## config.mk

```make
export PLATFORM = sky130hd
export DESIGN_NAME = mem_bus_arbiter_flat
export DESIGN_NICKNAME = d
export VERILOG_FILES = /design/src/rtl/mem_bus_arbiter_if.sv /design/src/rtl/mem_bus_arbiter.sv /design/src/flat_wrapper.sv
export SDC_FILE = /design/constraint.sdc
export NUM_CORES = 1
export LEC_CHECK = 0
export CAP_MARGIN = 5
export CORE_AREA = 2 2 112 114
export DETAILED_ROUTE_END_ITERATION = 12
export DIE_AREA = 0 0 114 116
export DONT_BUFFER_PORTS = 1
export PLACE_DENSITY = 0.61
export RECOVER_POWER = 100
export SLEW_MARGIN = 20
export SYNTH_ARGS = -nofsm -noshare
export SYNTH_HDL_FRONTEND = slang
export SYNTH_SLANG_ARGS = --single-unit
```

## constraint.sdc

```tcl
create_clock -name clk -period 6.5 [get_ports clk]
set_clock_uncertainty 0.15 [all_clocks]
set_input_delay 0.65 -clock clk [delete_from_list [all_inputs] [get_ports clk]]
set_output_delay 0.65 -clock clk [all_outputs]
set_load 0.01 [all_outputs]
```

## src/rtl/mem_bus_arbiter_if.sv

```systemverilog
// Signal bundle between the IF/MEM pipeline stages, the shared bus port and the arbiter.
// The master modport is the arbiter's view; the slave modport is the pipeline/bus environment's view.
interface mem_bus_arbiter_if #(
    parameter int unsigned ADDR_W = 32,
    parameter int unsigned DATA_W = 32
);
    logic              if_req;
    logic [ADDR_W-1:0] if_addr;
    logic [DATA_W-1:0] if_rdata;
    logic              if_done;
    logic              if_stallreq;

    logic              mem_req;
    logic              mem_we;
    logic [3:0]        mem_sel;
    logic [ADDR_W-1:0] mem_addr;
    logic [DATA_W-1:0] mem_wdata;
    logic [DATA_W-1:0] mem_rdata;
    logic              mem_done;
    logic              mem_stallreq;

    logic              bus_req;
    logic              bus_we;
    logic [3:0]        bus_sel;
    logic [ADDR_W-1:0] bus_addr;
    logic [DATA_W-1:0] bus_wdata;
    logic [DATA_W-1:0] bus_rdata;
    logic              bus_ack;
    logic              bus_err;

    modport master (
        input  if_req, if_addr, mem_req, mem_we, mem_sel, mem_addr, mem_wdata,
        input  bus_rdata, bus_ack,
        output if_rdata, if_done, if_stallreq, mem_rdata, mem_done, mem_stallreq,
        output bus_req, bus_we, bus_sel, bus_addr, bus_wdata, bus_err
    );

    modport slave (
        output if_req, if_addr, mem_req, mem_we, mem_sel, mem_addr, mem_wdata,
        output bus_rdata, bus_ack,
        input  if_rdata, if_done, if_stallreq, mem_rdata, mem_done, mem_stallreq,
        input  bus_req, bus_we, bus_sel, bus_addr, bus_wdata, bus_err
    );
endinterface

```

## src/rtl/mem_bus_arbiter.sv

```systemverilog
// Arbitrates one synchronous bus port between instruction fetch and load/store,
// with round-robin on contention, a bounded ack wait and per-stage stall requests.
module mem_bus_arbiter #(
    parameter int unsigned ADDR_W   = 32,
    parameter int unsigned DATA_W   = 32,
    parameter int unsigned MAX_WAIT = 15
) (
    input  logic                clk,
    input  logic                rst,
    mem_bus_arbiter_if.master   bus
);

    localparam int unsigned    CNT_W   = 8;
    localparam logic [CNT_W-1:0] LAST_WAIT = CNT_W'(MAX_WAIT - 1);

    typedef enum logic [1:0] {
        S_IDLE    = 2'd0,
        S_IF_BUS  = 2'd1,
        S_MEM_BUS = 2'd2,
        S_DONE    = 2'd3
    } state_e;

    state_e            r_state,     w_state;
    logic [CNT_W-1:0]  r_cnt,       w_cnt;
    logic              r_last_mem,  w_last_mem;
    logic              r_bus_req,   w_bus_req;
    logic              r_bus_we,    w_bus_we;
    logic [3:0]        r_bus_sel,   w_bus_sel;
    logic [ADDR_W-1:0] r_bus_addr,  w_bus_addr;
    logic [DATA_W-1:0] r_bus_wdata, w_bus_wdata;
    logic [DATA_W-1:0] r_if_rdata,  w_if_rdata;
    logic [DATA_W-1:0] r_mem_rdata, w_mem_rdata;
    logic              r_if_done,   w_if_done;
    logic              r_mem_done,  w_mem_done;
    logic              r_bus_err,   w_bus_err;
    logic              w_grant_mem;

    // MEM wins a tie unless it won last time, so fetch cannot starve.
    assign w_grant_mem = bus.mem_req & (~bus.if_req | ~r_last_mem);

    always_comb begin
        w_state     = r_state;
        w_cnt       = r_cnt;
        w_last_mem  = r_last_mem;
        w_bus_req   = r_bus_req;
        w_bus_we    = r_bus_we;
        w_bus_sel   = r_bus_sel;
        w_bus_addr  = r_bus_addr;
        w_bus_wdata = r_bus_wdata;
        w_if_rdata  = r_if_rdata;
        w_mem_rdata = r_mem_rdata;
        w_if_done   = 1'b0;
        w_mem_done  = 1'b0;
        w_bus_err   = 1'b0;

        case (r_state)
            S_IDLE: begin
                if (bus.mem_req | bus.if_req) begin
                    w_bus_req  = 1'b1;
                    w_cnt      = '0;
                    w_last_mem = w_grant_mem;
                    if (w_grant_mem) begin
                        w_state     = S_MEM_BUS;
                        w_bus_we    = bus.mem_we;
                        w_bus_sel   = bus.mem_sel;
                        w_bus_addr  = bus.mem_addr;
                        w_bus_wdata = bus.mem_wdata;
                    end else begin
                        w_state     = S_IF_BUS;
                        w_bus_we    = 1'b0;
                        w_bus_sel   = 4'hF;
                        w_bus_addr  = bus.if_addr;
                        w_bus_wdata = '0;
                    end
                end
            end
            S_IF_BUS, S_MEM_BUS: begin
                // An ack on the final wait cycle takes priority over the timeout.
                if (bus.bus_ack) begin
                    w_bus_req = 1'b0;
                    w_state   = S_DONE;
                    if (r_state == S_MEM_BUS) begin
                        w_mem_rdata = bus.bus_rdata;
                        w_mem_done  = 1'b1;
                    end else begin
                        w_if_rdata  = bus.bus_rdata;
                        w_if_done   = 1'b1;
                    end
                end else if (r_cnt == LAST_WAIT) begin
                    w_bus_req = 1'b0;
                    w_bus_err = 1'b1;
                    w_state   = S_DONE;
                    if (r_state == S_MEM_BUS) begin
                        w_mem_rdata = '0;
                        w_mem_done  = 1'b1;
                    end else begin
                        w_if_rdata  = '0;
                        w_if_done   = 1'b1;
                    end
                end else begin
                    w_cnt = r_cnt + CNT_W'(1);
                end
            end
            S_DONE: begin
                w_cnt   = '0;
                w_state = S_IDLE;
            end
            default: w_state = S_IDLE;
        endcase
    end

    always_ff @(posedge clk or negedge rst) begin
        if (!rst) begin
            r_state     <= S_IDLE;
            r_cnt       <= '0;
            r_last_mem  <= 1'b0;
            r_bus_req   <= 1'b0;
            r_bus_we    <= 1'b0;
            r_bus_sel   <= '0;
            r_bus_addr  <= '0;
            r_bus_wdata <= '0;
            r_if_rdata  <= '0;
            r_mem_rdata <= '0;
            r_if_done   <= 1'b0;
            r_mem_done  <= 1'b0;
            r_bus_err   <= 1'b0;
        end else begin
            r_state     <= w_state;
            r_cnt       <= w_cnt;
            r_last_mem  <= w_last_mem;
            r_bus_req   <= w_bus_req;
            r_bus_we    <= w_bus_we;
            r_bus_sel   <= w_bus_sel;
            r_bus_addr  <= w_bus_addr;
            r_bus_wdata <= w_bus_wdata;
            r_if_rdata  <= w_if_rdata;
            r_mem_rdata <= w_mem_rdata;
            r_if_done   <= w_if_done;
            r_mem_done  <= w_mem_done;
            r_bus_err   <= w_bus_err;
        end
    end

    // Stall drops in the done cycle so the stage advances on the following edge.
    assign bus.if_stallreq  = bus.if_req  & ~r_if_done;
    assign bus.mem_stallreq = bus.mem_req & ~r_mem_done;

    assign bus.bus_req   = r_bus_req;
    assign bus.bus_we    = r_bus_we;
    assign bus.bus_sel   = r_bus_sel;
    assign bus.bus_addr  = r_bus_addr;
    assign bus.bus_wdata = r_bus_wdata;
    assign bus.bus_err   = r_bus_err;
    assign bus.if_rdata  = r_if_rdata;
    assign bus.if_done   = r_if_done;
    assign bus.mem_rdata = r_mem_rdata;
    assign bus.mem_done  = r_mem_done;

endmodule

```

## src/flat_wrapper.sv

```systemverilog
// flat-port wrapper written by rule: the top's interface ports become plain ports
module mem_bus_arbiter_flat 
#(
    parameter int unsigned ADDR_W   = 32,
    parameter int unsigned DATA_W   = 32,
    parameter int unsigned MAX_WAIT = 15
)
  (clk, rst, bus_if_req, bus_if_addr, bus_mem_req, bus_mem_we, bus_mem_sel, bus_mem_addr, bus_mem_wdata, bus_bus_rdata, bus_bus_ack, bus_if_rdata, bus_if_done, bus_if_stallreq, bus_mem_rdata, bus_mem_done, bus_mem_stallreq, bus_bus_req, bus_bus_we, bus_bus_sel, bus_bus_addr, bus_bus_wdata, bus_bus_err);
  mem_bus_arbiter_if #(.ADDR_W(ADDR_W), .DATA_W(DATA_W)) bus_i ();
  input  logic clk;
  input  logic rst;
  input wire logic [$bits(bus_i.if_req)-1:0] bus_if_req;
  input wire logic [$bits(bus_i.if_addr)-1:0] bus_if_addr;
  input wire logic [$bits(bus_i.mem_req)-1:0] bus_mem_req;
  input wire logic [$bits(bus_i.mem_we)-1:0] bus_mem_we;
  input wire logic [$bits(bus_i.mem_sel)-1:0] bus_mem_sel;
  input wire logic [$bits(bus_i.mem_addr)-1:0] bus_mem_addr;
  input wire logic [$bits(bus_i.mem_wdata)-1:0] bus_mem_wdata;
  input wire logic [$bits(bus_i.bus_rdata)-1:0] bus_bus_rdata;
  input wire logic [$bits(bus_i.bus_ack)-1:0] bus_bus_ack;
  output wire logic [$bits(bus_i.if_rdata)-1:0] bus_if_rdata;
  output wire logic [$bits(bus_i.if_done)-1:0] bus_if_done;
  output wire logic [$bits(bus_i.if_stallreq)-1:0] bus_if_stallreq;
  output wire logic [$bits(bus_i.mem_rdata)-1:0] bus_mem_rdata;
  output wire logic [$bits(bus_i.mem_done)-1:0] bus_mem_done;
  output wire logic [$bits(bus_i.mem_stallreq)-1:0] bus_mem_stallreq;
  output wire logic [$bits(bus_i.bus_req)-1:0] bus_bus_req;
  output wire logic [$bits(bus_i.bus_we)-1:0] bus_bus_we;
  output wire logic [$bits(bus_i.bus_sel)-1:0] bus_bus_sel;
  output wire logic [$bits(bus_i.bus_addr)-1:0] bus_bus_addr;
  output wire logic [$bits(bus_i.bus_wdata)-1:0] bus_bus_wdata;
  output wire logic [$bits(bus_i.bus_err)-1:0] bus_bus_err;
  assign bus_i.if_req = bus_if_req;
  assign bus_i.if_addr = bus_if_addr;
  assign bus_i.mem_req = bus_mem_req;
  assign bus_i.mem_we = bus_mem_we;
  assign bus_i.mem_sel = bus_mem_sel;
  assign bus_i.mem_addr = bus_mem_addr;
  assign bus_i.mem_wdata = bus_mem_wdata;
  assign bus_i.bus_rdata = bus_bus_rdata;
  assign bus_i.bus_ack = bus_bus_ack;
  assign bus_if_rdata = bus_i.if_rdata;
  assign bus_if_done = bus_i.if_done;
  assign bus_if_stallreq = bus_i.if_stallreq;
  assign bus_mem_rdata = bus_i.mem_rdata;
  assign bus_mem_done = bus_i.mem_done;
  assign bus_mem_stallreq = bus_i.mem_stallreq;
  assign bus_bus_req = bus_i.bus_req;
  assign bus_bus_we = bus_i.bus_we;
  assign bus_bus_sel = bus_i.bus_sel;
  assign bus_bus_addr = bus_i.bus_addr;
  assign bus_bus_wdata = bus_i.bus_wdata;
  assign bus_bus_err = bus_i.bus_err;
  mem_bus_arbiter #(.ADDR_W(ADDR_W), .DATA_W(DATA_W), .MAX_WAIT(MAX_WAIT)) u_core (.clk(clk), .rst(rst), .bus(bus_i));
endmodule
```

-- Word level (Yosys, flattened, before mapping)
Cells that the tools add are included.
- register bits after elaboration: 148
- input bits: 138
- output and inout port bits: 139
- word-level logic and storage cells: 78
- add/sub/neg operators: 1
- eq/ne operators: 8
- muxes and demuxes: 36
- bitwise operators: 10
- reduce and logical (&&, ||, !) cells: 10
- operator list (operator ; count):
    32-bit two-way mux ; 10
    8-bit two-way mux ; 3
    8-bit case mux with 3 select lines ; 1
    1-bit two-way mux ; 15
    3-bit AND reduction ; 4
    8-bit by 1-bit adder with 8-bit output (second input constant) ; 1
    8-bit by 4-bit == test with 1-bit output (second input constant) ; 1
    2-bit two-way mux ; 4
    2-bit case mux with 3 select lines ; 1
    1-bit inverter ; 5
    2-bit == test (second input constant) ; 2
    4-bit two-way mux ; 1
    2-bit inequality test (second input constant) ; 2
    2-bit AND reduction ; 2
    2-bit nonzero test ; 2
    1-bit AND ; 3
    3-bit by 2-bit inequality test with 1-bit output (second input constant) ; 1
    2-bit by 1-bit == test with 1-bit output (second input constant) ; 1
    2-bit zero test ; 1
    2-bit by 1-bit inequality test with 1-bit output (second input constant) ; 1
    1-bit OR ; 2
    1-bit case mux with 2 select lines ; 1
    2-bit OR reduction ; 1

-- Depth between registers and ports, before layout
- depth in word-level cells: 6
- depth in mapped cells: 8
- gate-level depth less buffers: 6

-- Worst setup path after synthesis
OpenSTA, ideal clock, no wires.
- kind: reg-to-reg
- start: register u_core.r_cnt[0]
- end: register u_core.r_if_rdata[22], in the netlist u_core.bus.if_rdata[22]
- setup time: 0.121 ns
- arrival time: 1.885 ns
- required time: 6.229 ns
- slack: 4.344 ns
- stages on the path, launching flop included: 9
- path buffers: 2
- path through: dfrtp_1 inv_1 ha_1 nor4b_4 a41oi_4 or3_1 buf_6 buf_6 a22o_1
- cells in the longest elaborated chain, start to end: 3
- ends and longest elaborated chain (what ; RTL line ; source):
    start: declaration ; mem_bus_arbiter.sv:24 ; logic [CNT_W-1:0] r_cnt, w_cnt;
    start signal: assignment ; mem_bus_arbiter.sv:129 ; r_cnt <= w_cnt;
    8-bit by 4-bit == test with 1-bit output ; mem_bus_arbiter.sv:89 ; end else if (r_cnt == LAST_WAIT) begin
    2-bit nonzero test (no source line) ; -- ;
    3-bit AND reduction (no source line) ; -- ;
    end signal: assignment ; mem_bus_arbiter.sv:136 ; r_if_rdata <= w_if_rdata;
    end: declaration ; mem_bus_arbiter.sv:31 ; logic [DATA_W-1:0] r_if_rdata, w_if_rdata;
Every way passes these cells.
A chain may end at the register's enable or synchronous reset.

==> impl_metrics.ini <==
[outcome]
outcome = finished, violations left
violations = max-capacitance violations, max-slew violations

[clocking]
insertion_delay_ps = 410
htreeDepth = 4
numClockSinks = 148
cts_max_path_buffers = 2
root_buffer = clkbuf_16
clk_pin_slew_ps = 60
cts_buffers = 17
cts_tree = yes

[sta]
min_period_over_period_pct = 56.39
period_minus_slack_ps = 3665
final-setup-viol-count = 0
hold_viol = 0
slew_headroom_pct = -137.5
tightest_slew_ps = 3562
setup-tns-final_ps = 0
holdWs_ps = 171.9
fmax_ghz = 0.2728
report.final.slew_viol_count = 254
rsz0062_at_grt = no

[cells_and_area]
final_cells = 608
drive_gt1_share_pct = 9.544
final_net_count = 591
seq_area_mm2 = 0.003704
fillers = 1026
synthToLayoutAreaGrowth_pct = 10.91
multi_input_comb_area_mm2 = 0.001973
n_antenna_cell = 0
fin_area_mm2 = 0.006514

[floorplan]
rows = 40
die_h_um = 116
die_x_um = 114
pin_count = 277
initial_utilization_pct = 49.31
dieArea_mm2 = 0.01322
core_area_mm2 = 0.01191

[global_routing]
grt_pass1_wl_mm = 20.78
antenna_found_initial = 0
grt_max_degree = 149
overflow = 0
grt_pass1_vias = 3715
grtUsageTotal_pct = 20.77

[yosys]
synth-edff-count = 0
netlist_instances = 455
syn_nets = 598
ys_warn_count = 0
ys_ff_latch = 148
yosys-top-cells-count = 148 x dfrtp_1, 97 x a22o_1, 42 x nand2_1
yosysSeqAreaShare_pct = 63.06
ys_types = 40
async_reset_ff_share_pct = 100.0
syn_avg_cell_area_um2 = 12.91
yosysMostFrequentCell = dfrtp_1
synthTopCellsByArea = dfrtp_1 63%, a22o_1 14%, mux2i_1 6.3%
synth_top_area_share_pct = 63.06
synthFlopType = dfrtp_1
synth_top_cell_by_area = dfrtp_1
synth.cell_area_mm2 = 0.005873

[power_and_ir_drop]
leakagePower_uw = 0.003051
power-per-cell-area_mw_per_mm2 = 556.1
max-vdd-ir-drop_v = 0.0002625

[worst_setup_path]
cp_max_fo = 148
path_cells = clkbuf_2
crit_arrival_ps = 3220
cp.required_ps = 6050
critPathBufInv = 1
crit_family = buffers and inverters
critPathKind = in -> async
crit_path_start_kind = input port
endpoint_kind = asynchronous set/reset pin
critPathMaxStageDelay_ps = 2420
critPathSlowestCell = clkbuf_2

[detailed_routing]
drt-pass1-iter-count = 4
viasPerCell = 6.189
antenna_left = 0
wirelength_mm = 13.85
drc = 0
wire_per_inst_um = 22.78
via_count = 3763
first_iter_violations = 227

[placement]
dp.cells = 575
place_hpwl_mm = 9.357
portBuffers = 0
placed_area_mm2 = 0.005968
gp_congestion = 0.7535

[flow_run]
cap_violations = 4

[worst_hold_path]
hold_class = in -> reg
-- sequential cells by signal, indices dropped and copies added, names as in the netlist, 2 cells and up --
register,count
u_core.bus.mem_rdata,32
u_core.bus.if_rdata,32
u_core.r_state,2
u_core.r_cnt,8
u_core.bus.bus_wdata,32
u_core.bus.bus_addr,32
u_core.bus.bus_sel,4
-- routing by layer --
metal | vias up | share of wire [%] | track usage, %
met3 | 14 | 9.8 | 9.623
met4 | 0 | 1.3 | 6.911
li1 | 1672 | - | -
met2 | 192 | 50 | 33.33
met5 | - | 0 | 0
met1 | 1885 | 39 | 25.05
-- cell usage in the layout, fill, tap and decap left out, types with 3 or more instances in the layout --
cell type   count
clkinvlp_4      3
inv_1           7
buf_4           3
a22o_1         97
o21ai_0        37
mux2i_1        37
clkbuf_16      17
inv_6           5
inv_8           4
nand2_1        42
and3_1          3
a21oi_1         6
ha_1            5
nor2_1          4
dfrtp_1       148
clkbuf_1        3
o22a_1          4
-- metrics by stage --
stage               total power (uW)  worst slack, ps  util, %
global route                    3859             2138    54.68
finish                          3622             2835    54.68
global placement                2644             3775    50.11
floorplan                       2442             4344        -
detailed placement              2683             3694    50.11
CTS                             3669             3930    55.24
-- final timing paths --
kind / startpoint / endpoint / slack [ps] / cells after the start
min in group asynchronous: rst / u_core.bus.if_done / 1260 / 1
max reg2reg: u_core.r_last_mem / u_core.bus.bus_wdata[7] / 2980 / 4
max in group clk: u_core.r_last_mem / u_core.bus.bus_wdata[7] / 2980 / 4
min reg2reg: u_core.r_cnt[6] / u_core.r_cnt[6] / 390 / 1
min: bus_bus_ack / u_core.bus.bus_err / 170 / 1
max: rst / u_core.bus.bus_wdata[30] / 2830 / 1
-- cell families after synthesis --
group	count (synthesis)	share of synthesized area, %
compound gates	154	20.35
mux	37	6.306
simple gates	70	6.008
buf+inv	41	3.217
fa+ha+maj	5	1.065
flops	148	63.06
-- layout make-up --
cell class	instances	share of cell area (%)
sequential	148	56.86
multi-input combinational	266	30.29
clock buffer	17	6.531
tap	147	2.824
clock inverter	15	2.439
timing repair buffer	7	0.5955
inverter	8	0.4610
-- power by group --
| group | total (uW) | internal (uW) | switching, uW |
|---|---|---|---|
| registers | 1800 | 1310 | 482 |
| clock network | 960 | 544 | 416 |
| logic | 865 | 414 | 451 |
| total | 3620 | 2270 | 1350 |
-- repair_timing --
item / 4_1_cts / 5_1_grt
endpoints found under the hold margin: 148 / 0
setup buffers: 0 / 0
hold buffers: 1 / 0
endpoints found under the setup margin: 0 / 0
resized for setup: 0 / 0
(Power assumes the default switching activity.)
